==> src/rtl/replica_pkg.sv <==
// Shared replica-level types for the salesman annealer: problem size, move
// record, com encoding, delta type and the two_opt_delta state encoding.
package replica_pkg;

    localparam int city_num = 7;
    localparam int city_log = $clog2(city_num + 2);
    localparam int dist_w   = 8;

    typedef enum logic [1:0] {
        NOP = 2'd0,
        TWO = 2'd1,
        THR = 2'd2
    } com_t;

    typedef struct packed {
        com_t                com;
        logic [3:0]          base_id;
        logic [city_log-1:0] K;
        logic [city_log-1:0] L;
        logic [15:0]         r_metropolis;
        logic [15:0]         r_exchange;
    } opt_t;

    typedef logic signed [dist_w+1:0] delta_t;

    typedef enum logic [1:0] {
        IDLE    = 2'd0,
        RD_ORD  = 2'd1,
        RD_DIST = 2'd2,
        DONE    = 2'd3
    } tod_state_t;

endpackage

==> src/rtl/two_opt_delta_if.sv <==
// Move-in / delta-out handshakes plus the ordering and distance memory read
// ports of one two_opt_delta instance. slave = the block, master = its environment.
interface two_opt_delta_if
    import replica_pkg::*;
#(
    parameter int DIST_W   = dist_w,
    parameter int CITY_LOG = $clog2(city_num + 2)
) ();

    logic                     in_valid;
    logic                     in_ready;
    opt_t                     opt_i;
    logic [CITY_LOG-1:0]      ord_raddr;
    logic [CITY_LOG-1:0]      ord_rdata;
    logic [2*CITY_LOG-1:0]    dist_raddr;
    logic [DIST_W-1:0]        dist_rdata;
    logic                     out_valid;
    logic                     out_ready;
    opt_t                     opt_o;
    logic signed [DIST_W+1:0] delta;

    modport slave (
        input  in_valid, opt_i, ord_rdata, dist_rdata, out_ready,
        output in_ready, ord_raddr, dist_raddr, out_valid, opt_o, delta
    );

    modport master (
        output in_valid, opt_i, ord_rdata, dist_rdata, out_ready,
        input  in_ready, ord_raddr, dist_raddr, out_valid, opt_o, delta
    );

endinterface

==> src/rtl/two_opt_delta.sv <==
// 2-opt tour-length delta for one annealer replica: reads o[K-1],o[K],o[L],o[L+1],
// then four distances. Define TWO_OPT_DIST_PIPE_EN for a registered-output distance RAM.
module two_opt_delta
    import replica_pkg::*;
#(
    parameter int DIST_W   = dist_w,
    parameter int CITY_LOG = $clog2(city_num + 2)
) (
    input  logic            clk,
    input  logic            reset,
    two_opt_delta_if.slave  bus
);

`ifdef TWO_OPT_DIST_PIPE_EN
    localparam logic [2:0] ACC_OFF = 3'd2;
`else
    localparam logic [2:0] ACC_OFF = 3'd1;
`endif
    localparam logic [2:0] ORD_LAST  = 3'd4;
    localparam logic [2:0] DIST_LAST = 3'd3 + ACC_OFF;
    localparam logic [CITY_LOG-1:0] ONE_A = {{(CITY_LOG-1){1'b0}}, 1'b1};

    tod_state_t                      state_r, state_s;
    logic [2:0]                      cnt_r, cnt_s;
    logic [2:0]                      acc_idx_s;
    opt_t                            opt_r, opt_s;
    logic signed [DIST_W+1:0]        acc_r, acc_s;
    logic signed [DIST_W+1:0]        d_ext_s;
    logic [3:0][CITY_LOG-1:0]        city_r, city_s;
    logic [CITY_LOG-1:0]             ord_raddr_r, ord_raddr_s;
    logic [2*CITY_LOG-1:0]           dist_raddr_r, dist_raddr_s;
    logic                            in_ready_r, in_ready_s;
    logic                            out_valid_r, out_valid_s;
    logic [DIST_W-1:0]               dist_use_s;

`ifdef TWO_OPT_DIST_PIPE_EN
    logic [DIST_W-1:0]               dist_q_r;

    // Re-time distance data coming from a registered-output RAM.
    always_ff @(posedge clk or posedge reset) begin
        if (reset) begin
            dist_q_r <= '0;
        end else begin
            dist_q_r <= bus.dist_rdata;
        end
    end

    assign dist_use_s = dist_q_r;
`else
    assign dist_use_s = bus.dist_rdata;
`endif

    assign d_ext_s = $signed({2'b00, dist_use_s});

    // Next-state, address sequencing, city capture and delta accumulation.
    always_comb begin
        state_s      = state_r;
        cnt_s        = cnt_r;
        opt_s        = opt_r;
        acc_s        = acc_r;
        city_s       = city_r;
        ord_raddr_s  = ord_raddr_r;
        dist_raddr_s = dist_raddr_r;
        acc_idx_s    = cnt_r - ACC_OFF;

        case (state_r)
            IDLE: begin
                if (bus.in_valid) begin
                    opt_s = bus.opt_i;
                    acc_s = '0;
                    cnt_s = 3'd0;
                    if (bus.opt_i.com == TWO) begin
                        state_s     = RD_ORD;
                        ord_raddr_s = CITY_LOG'(bus.opt_i.K) - ONE_A;
                    end else begin
                        state_s = DONE;
                    end
                end else begin
                    state_s = IDLE;
                end
            end

            RD_ORD: begin
                // Data for the address issued last cycle is on ord_rdata now.
                if (cnt_r != 3'd0) begin
                    city_s[2'(cnt_r - 3'd1)] = bus.ord_rdata;
                end else begin
                    city_s = city_r;
                end
                case (cnt_r)
                    3'd0:    ord_raddr_s = CITY_LOG'(opt_r.K);
                    3'd1:    ord_raddr_s = CITY_LOG'(opt_r.L);
                    3'd2:    ord_raddr_s = CITY_LOG'(opt_r.L) + ONE_A;
                    default: ord_raddr_s = ord_raddr_r;
                endcase
                if (cnt_r == ORD_LAST) begin
                    state_s      = RD_DIST;
                    cnt_s        = 3'd0;
                    dist_raddr_s = {city_r[0], city_r[2]};
                end else begin
                    cnt_s = cnt_r + 3'd1;
                end
            end

            RD_DIST: begin
                case (cnt_r)
                    3'd0:    dist_raddr_s = {city_r[1], city_r[3]};
                    3'd1:    dist_raddr_s = {city_r[0], city_r[1]};
                    3'd2:    dist_raddr_s = {city_r[2], city_r[3]};
                    default: dist_raddr_s = dist_raddr_r;
                endcase
                // New edges are added, removed edges subtracted.
                if (cnt_r >= ACC_OFF) begin
                    if (acc_idx_s < 3'd2) begin
                        acc_s = acc_r + d_ext_s;
                    end else begin
                        acc_s = acc_r - d_ext_s;
                    end
                end else begin
                    acc_s = acc_r;
                end
                if (cnt_r == DIST_LAST) begin
                    state_s = DONE;
                    cnt_s   = 3'd0;
                end else begin
                    cnt_s = cnt_r + 3'd1;
                end
            end

            DONE: begin
                if (bus.out_ready) begin
                    state_s = IDLE;
                end else begin
                    state_s = DONE;
                end
            end

            default: begin
                state_s = IDLE;
            end
        endcase

        in_ready_s  = (state_s == IDLE);
        out_valid_s = (state_s == DONE);
    end

    // FSM state register.
    always_ff @(posedge clk or posedge reset) begin
        if (reset) begin
            state_r <= IDLE;
        end else begin
            state_r <= state_s;
        end
    end

    // Datapath and registered output flags.
    always_ff @(posedge clk or posedge reset) begin
        if (reset) begin
            cnt_r        <= 3'd0;
            opt_r        <= '0;
            acc_r        <= '0;
            city_r       <= '0;
            ord_raddr_r  <= '0;
            dist_raddr_r <= '0;
            in_ready_r   <= 1'b1;
            out_valid_r  <= 1'b0;
        end else begin
            cnt_r        <= cnt_s;
            opt_r        <= opt_s;
            acc_r        <= acc_s;
            city_r       <= city_s;
            ord_raddr_r  <= ord_raddr_s;
            dist_raddr_r <= dist_raddr_s;
            in_ready_r   <= in_ready_s;
            out_valid_r  <= out_valid_s;
        end
    end

    assign bus.in_ready   = in_ready_r;
    assign bus.out_valid  = out_valid_r;
    assign bus.opt_o      = opt_r;
    assign bus.delta      = acc_r;
    assign bus.ord_raddr  = ord_raddr_r;
    assign bus.dist_raddr = dist_raddr_r;

endmodule
==> src/flat_wrapper.sv <==
// flat-port wrapper written by rule: the top's interface ports become plain ports
module two_opt_delta_flat import replica_pkg::*;
#(
    parameter int DIST_W   = dist_w,
    parameter int CITY_LOG = $clog2(city_num + 2)
)
  (clk, reset, bus_in_valid, bus_opt_i, bus_ord_rdata, bus_dist_rdata, bus_out_ready, bus_in_ready, bus_ord_raddr, bus_dist_raddr, bus_out_valid, bus_opt_o, bus_delta);
  two_opt_delta_if #(.DIST_W(DIST_W), .CITY_LOG(CITY_LOG)) bus_i ();
  input  logic clk;
  input  logic reset;
  input wire logic [$bits(bus_i.in_valid)-1:0] bus_in_valid;
  input wire logic [$bits(bus_i.opt_i)-1:0] bus_opt_i;
  input wire logic [$bits(bus_i.ord_rdata)-1:0] bus_ord_rdata;
  input wire logic [$bits(bus_i.dist_rdata)-1:0] bus_dist_rdata;
  input wire logic [$bits(bus_i.out_ready)-1:0] bus_out_ready;
  output wire logic [$bits(bus_i.in_ready)-1:0] bus_in_ready;
  output wire logic [$bits(bus_i.ord_raddr)-1:0] bus_ord_raddr;
  output wire logic [$bits(bus_i.dist_raddr)-1:0] bus_dist_raddr;
  output wire logic [$bits(bus_i.out_valid)-1:0] bus_out_valid;
  output wire logic [$bits(bus_i.opt_o)-1:0] bus_opt_o;
  output wire logic [$bits(bus_i.delta)-1:0] bus_delta;
  assign bus_i.in_valid = bus_in_valid;
  assign bus_i.opt_i = bus_opt_i;
  assign bus_i.ord_rdata = bus_ord_rdata;
  assign bus_i.dist_rdata = bus_dist_rdata;
  assign bus_i.out_ready = bus_out_ready;
  assign bus_in_ready = bus_i.in_ready;
  assign bus_ord_raddr = bus_i.ord_raddr;
  assign bus_dist_raddr = bus_i.dist_raddr;
  assign bus_out_valid = bus_i.out_valid;
  assign bus_opt_o = bus_i.opt_o;
  assign bus_delta = bus_i.delta;
  two_opt_delta #(.DIST_W(DIST_W), .CITY_LOG(CITY_LOG)) u_core (.clk(clk), .reset(reset), .bus(bus_i));
endmodule
==> config.mk <==
export PLATFORM = sky130hd
export DESIGN_NAME = two_opt_delta_flat
export DESIGN_NICKNAME = d
export VERILOG_FILES = /design/src/rtl/replica_pkg.sv /design/src/rtl/two_opt_delta_if.sv /design/src/rtl/two_opt_delta.sv /design/src/flat_wrapper.sv
export SDC_FILE = /design/constraint.sdc
export NUM_CORES = 1
export LEC_CHECK = 0
export ABC_AREA = 1
export CAP_MARGIN = 20
export CORE_ASPECT_RATIO = 1.75
export CORE_MARGIN = 2
export CORE_UTILIZATION = 30
export CTS_BUF_LIST = sky130_fd_sc_hd__clkbuf_16
export DETAILED_ROUTE_END_ITERATION = 10
export GPL_TIMING_DRIVEN = 1
export PLACE_DENSITY = 0.57
export SYNTH_ARGS = -nofsm -noshare
export SYNTH_HDL_FRONTEND = slang
export SYNTH_SLANG_ARGS = --single-unit
==> constraint.sdc <==
create_clock -name clk -period 3.8 [get_ports clk]
set_input_delay 1.14 -clock clk [delete_from_list [all_inputs] [get_ports clk]]
set_output_delay 1.14 -clock clk [all_outputs]
set_load 0.005 [all_outputs]
==> results.md <==
* DP HPWL at 9790 um
* Setup ws final at 667 ps
* Iter 0 DRT Violations at 134
* Cell row count at 61
* Crit path cell chain: clkdlybuf4s50_1 > inv_1 > ha_1 > nand3_1 > nand2_1 > xor2_1 > ha_1 > a21oi_1 > nand2_1 > nand2_1 > nand3_1 > inv_1 > nand2_1 > nand3_1 > nand2_1
* Max-cap violations at 0
* GRT overflow at 0
* Die ar. at 17000 um^2
* Leakage at 3.19 nW
* Worst rel slew slack at 0.567
* Clock H-tree levels at 3
* DR WL/cell at 14.2 um
* Fin crit share at 0.824
* Critical Path RT at between 4000 and 5000 ps
* Layout cell share with drive strength beyond 1 at 0.0554
* WHS Endpoint: u_core.bus.opt_o[4]
* Minimum clock period at ~3100 ps
* Clock Latency Late Sink at 350 ps
* Max Fanout on Critical Path at 4
* Final hold vios at 0
* Simple-Gate Fraction of Synth Area at 0.252
* Area Overhead vs Synth at 38.5%
* DIE HEIGHT at 171 um
* Peak VDD IR at just under 0.0004 V
* Syn_area_per_cell at 8.14 um^2
* Cell family with most CP delay: buffers and inverters
* Initial antenna violation count at 0
* CP Capture Type: register
* Fill count at 1586
* Cells after Synth at 586
* Xor and xnor fraction of the mapped netlist area at 0.0220
* Commonest non-fill, non-tap cell in the layout: nand2_1
* Worst reg2reg path depth at 13
* Detail Route Antenna Nets at 0
* Slew Limit Fails at 0
* Status: finished, final reports clean
* Worst-Margin Slew at about 650 ps
* Clock root cell: clkbuf_16
* Synth unique cells at 40
* WHS Path Cells at 2
* CTS-repair resized insts at 0
* Min-delay src: u_core.bus.opt_o[4]
* Clock slew at reported path FFs at 70 ps
* Post-CTS setup buffers at 0
* Slowest cell on crit path: clkdlybuf4s50_1
* First-pass GRT wire length at between 20000 and 25000 um
* Mapped Area at 4770 um^2
* Largest net degree at the start of global routing at 92
* Register area at 2280 um^2
* Setup Viol. Count Final at 0
* Vias in the first global route at 4415
* Setup skew after layout at around 10 ps
* Core area at 15700 um^2
* Die Wd at 99.3 um
* CP max stage delay at 510 ps
* Setup TNS Final at 0 ps
* Gr usage total at 0.159
* Largest family of logic cells by synthesized area: simple AND/OR/NAND/NOR gates
* Final nets at 803
* Final wirelength at between 10000 and 15000 um
* Yosys warnings at 0
* Final Non-Filler Cells at 911
* Initial Util at 0.303
* RSZ-0062 raised after global routing: false
* Minimum setup slack among reg-to-reg paths at 920 ps
* Crit Path Category: in -> reg
* Clk buf depth at 2
* Tot Pwr at 5.71 mW
* Vias per cell at 4.63
* CTS hold repair buffers at 0
* Synth Area in Compound Gates at 0.112
* Ant. Diodes at 0
* Share of the yosys chip area belonging to registers at 0.478
* Critical Path AT at about 3400 ps
* Yosys reg bits at 91
* Post-route DRC at 0
* Clock sinks at 91
* TritonCTS clock tree: built
* Crit path top cell by count: nand2_1
* Pwr per Cell Area at 864 nW/um^2
* Clock buffers created by TritonCTS at 9
* Cells after DPL at 896
* DR pass1 iterations at 7
* # IOs at about 130
* Worst path bufs/invs at 3
* RD Place Congestion at 0.857
* Port buffer count at 131
* Pre-CTS setup slack at 311 ps
* Mux cell area share after synthesis at 0.00210
* Reg2Reg Launch Point: u_core.cnt_r[0]
* Post-Syn Nets at 671
* Post-synthesis adder-cell area fraction at 0.0619
* Hold Path Class: reg -> reg
* Crit Reg-Reg Endpoint: u_core.bus.delta[4]
* Vias at about 4.2k
* Multi-input gate area at 2150 um^2
* Highest clock rate at 319 MHz
* CP Launch Type: input pin
* Most frequent cells in the layout: nand2_1 (216), clkdlybuf4s50_1 (131), dfrtp_1 (90), inv_1 (64), o21ai_0 (40)
[worst reg2reg max path, stage by stage, from the launching register on]
cell and delay (ps):
dfrtp_1 460, inv_1 120, ha_1 340, nand2_1 70, nor2_2 240, inv_1 160, nand2_1 80, o21ai_0 140
fa_1 470, nand2_1 90, nand2_1 60, o21ai_0 130, xor2_1 280, o21ai_1 120
[per-layer routing]
metal  wire length, um  share of wire  up-vias  track usage
met3               882          0.068       18       0.0478
li1                  -              -     2119            -
met4               245          0.019        0       0.0542
met1              4940           0.38     1954        0.171
met2              6860           0.53      125        0.293
met5                 0              0        -            0
[logic make-up after synthesis]
kind of cell    after synthesis
flops                        91
fa+ha+maj                    23
buf+inv                      84
compound gates               92
xor+xnor                     12
mux                           1
simple gates                283
[worst max-delay path by stage]
stage | startpoint | endpoint | slack [ps] | cells past startpoint
final | bus_dist_rdata[0] | u_core.bus.delta[9] | 670 | 15
after global routing | bus_dist_rdata[0] | u_core.bus.delta[9] | 430 | 16
after CTS | bus_dist_rdata[0] | u_core.bus.delta[9] | 680 | 15
after detailed placement | bus_dist_rdata[0] | u_core.bus.delta[9] | 310 | 15
after global placement | bus_dist_rdata[0] | u_core.bus.delta[9] | 330 | 15
after floorplan | reset | u_core.bus.delta[0] | 300 | 1
[cells in the mapped netlist (all sizes together)]
| cell type | count | area (um^2) |
|---|---|---|
| nand2 | 220 | 875 |
| dfrtp | 90 | 2250 |
| inv | 70 | 270 |
| o21ai | 50 | 258 |
| nor2 | 33 | 144 |
| nand3 | 24 | 125 |
| ha | 22 | 275 |
| a21oi | 18 | 97.6 |
| clkbuf | 9 | 33.8 |
| xor2 | 9 | 78.8 |
| o22ai | 6 | 37.5 |
| a22oi | 4 | 30.0 |
| buf | 4 | 37.5 |
| o211ai | 4 | 30.0 |
| nor3 | 3 | 37.5 |
| o221ai | 3 | 26.3 |
| xnor2 | 3 | 26.3 |
| nand3b | 2 | 15.0 |
| o21bai | 2 | 15.0 |
| a211oi | 1 | 7.51 |
| a21boi | 1 | 7.51 |
| a21o | 1 | 7.51 |
| a22o | 1 | 8.76 |
| clkinv | 1 | 3.75 |
| dfstp | 1 | 26.3 |
| fa | 1 | 20.0 |
| mux2i | 1 | 10.0 |
| nand4 | 1 | 6.26 |
| o21a | 1 | 7.51 |
[sequential cells by signal, indices dropped and copies added, names as in the netlist]
register / cells
u_core.bus.opt_o: 46
u_core.city_r: 16
u_core.bus.delta: 10
u_core.bus.dist_raddr: 8
u_core.bus.ord_raddr: 4
u_core.cnt_r: 3
u_core.state_r: 2
u_core.bus.in_ready: 1
u_core.bus.out_valid: 1
[area by class of cell]
type,count,area share
inverter,71,0.0417
tap,189,0.0358
timing repair buffer,134,0.204
clock buffer,9,0.0341
clock inverter,6,0.0146
multi-input combinational,411,0.325
sequential,91,0.345
[report_power, final]
group / leakage (nW) / internal, mW / switching (mW)
registers: 1.13 / 1.42 / 0.308
clock network: 0.154 / 0.582 / 0.401
logic: 1.91 / 1.36 / 1.63
[metrics by stage]
| stage | util | hold slack (ps) | cell area (um^2) |
|---|---|---|---|
| after floorplan | - | 447 | 4770 |
| after global placement | 0.400 | 463 | 6280 |
| after detailed placement | 0.400 | 464 | 6280 |
| after CTS | 0.420 | 487 | 6610 |
| after global routing | 0.420 | 510 | 6610 |
| final | 0.420 | 484 | 6610 |
No activity file was read; power rests on OpenSTA's default activity.
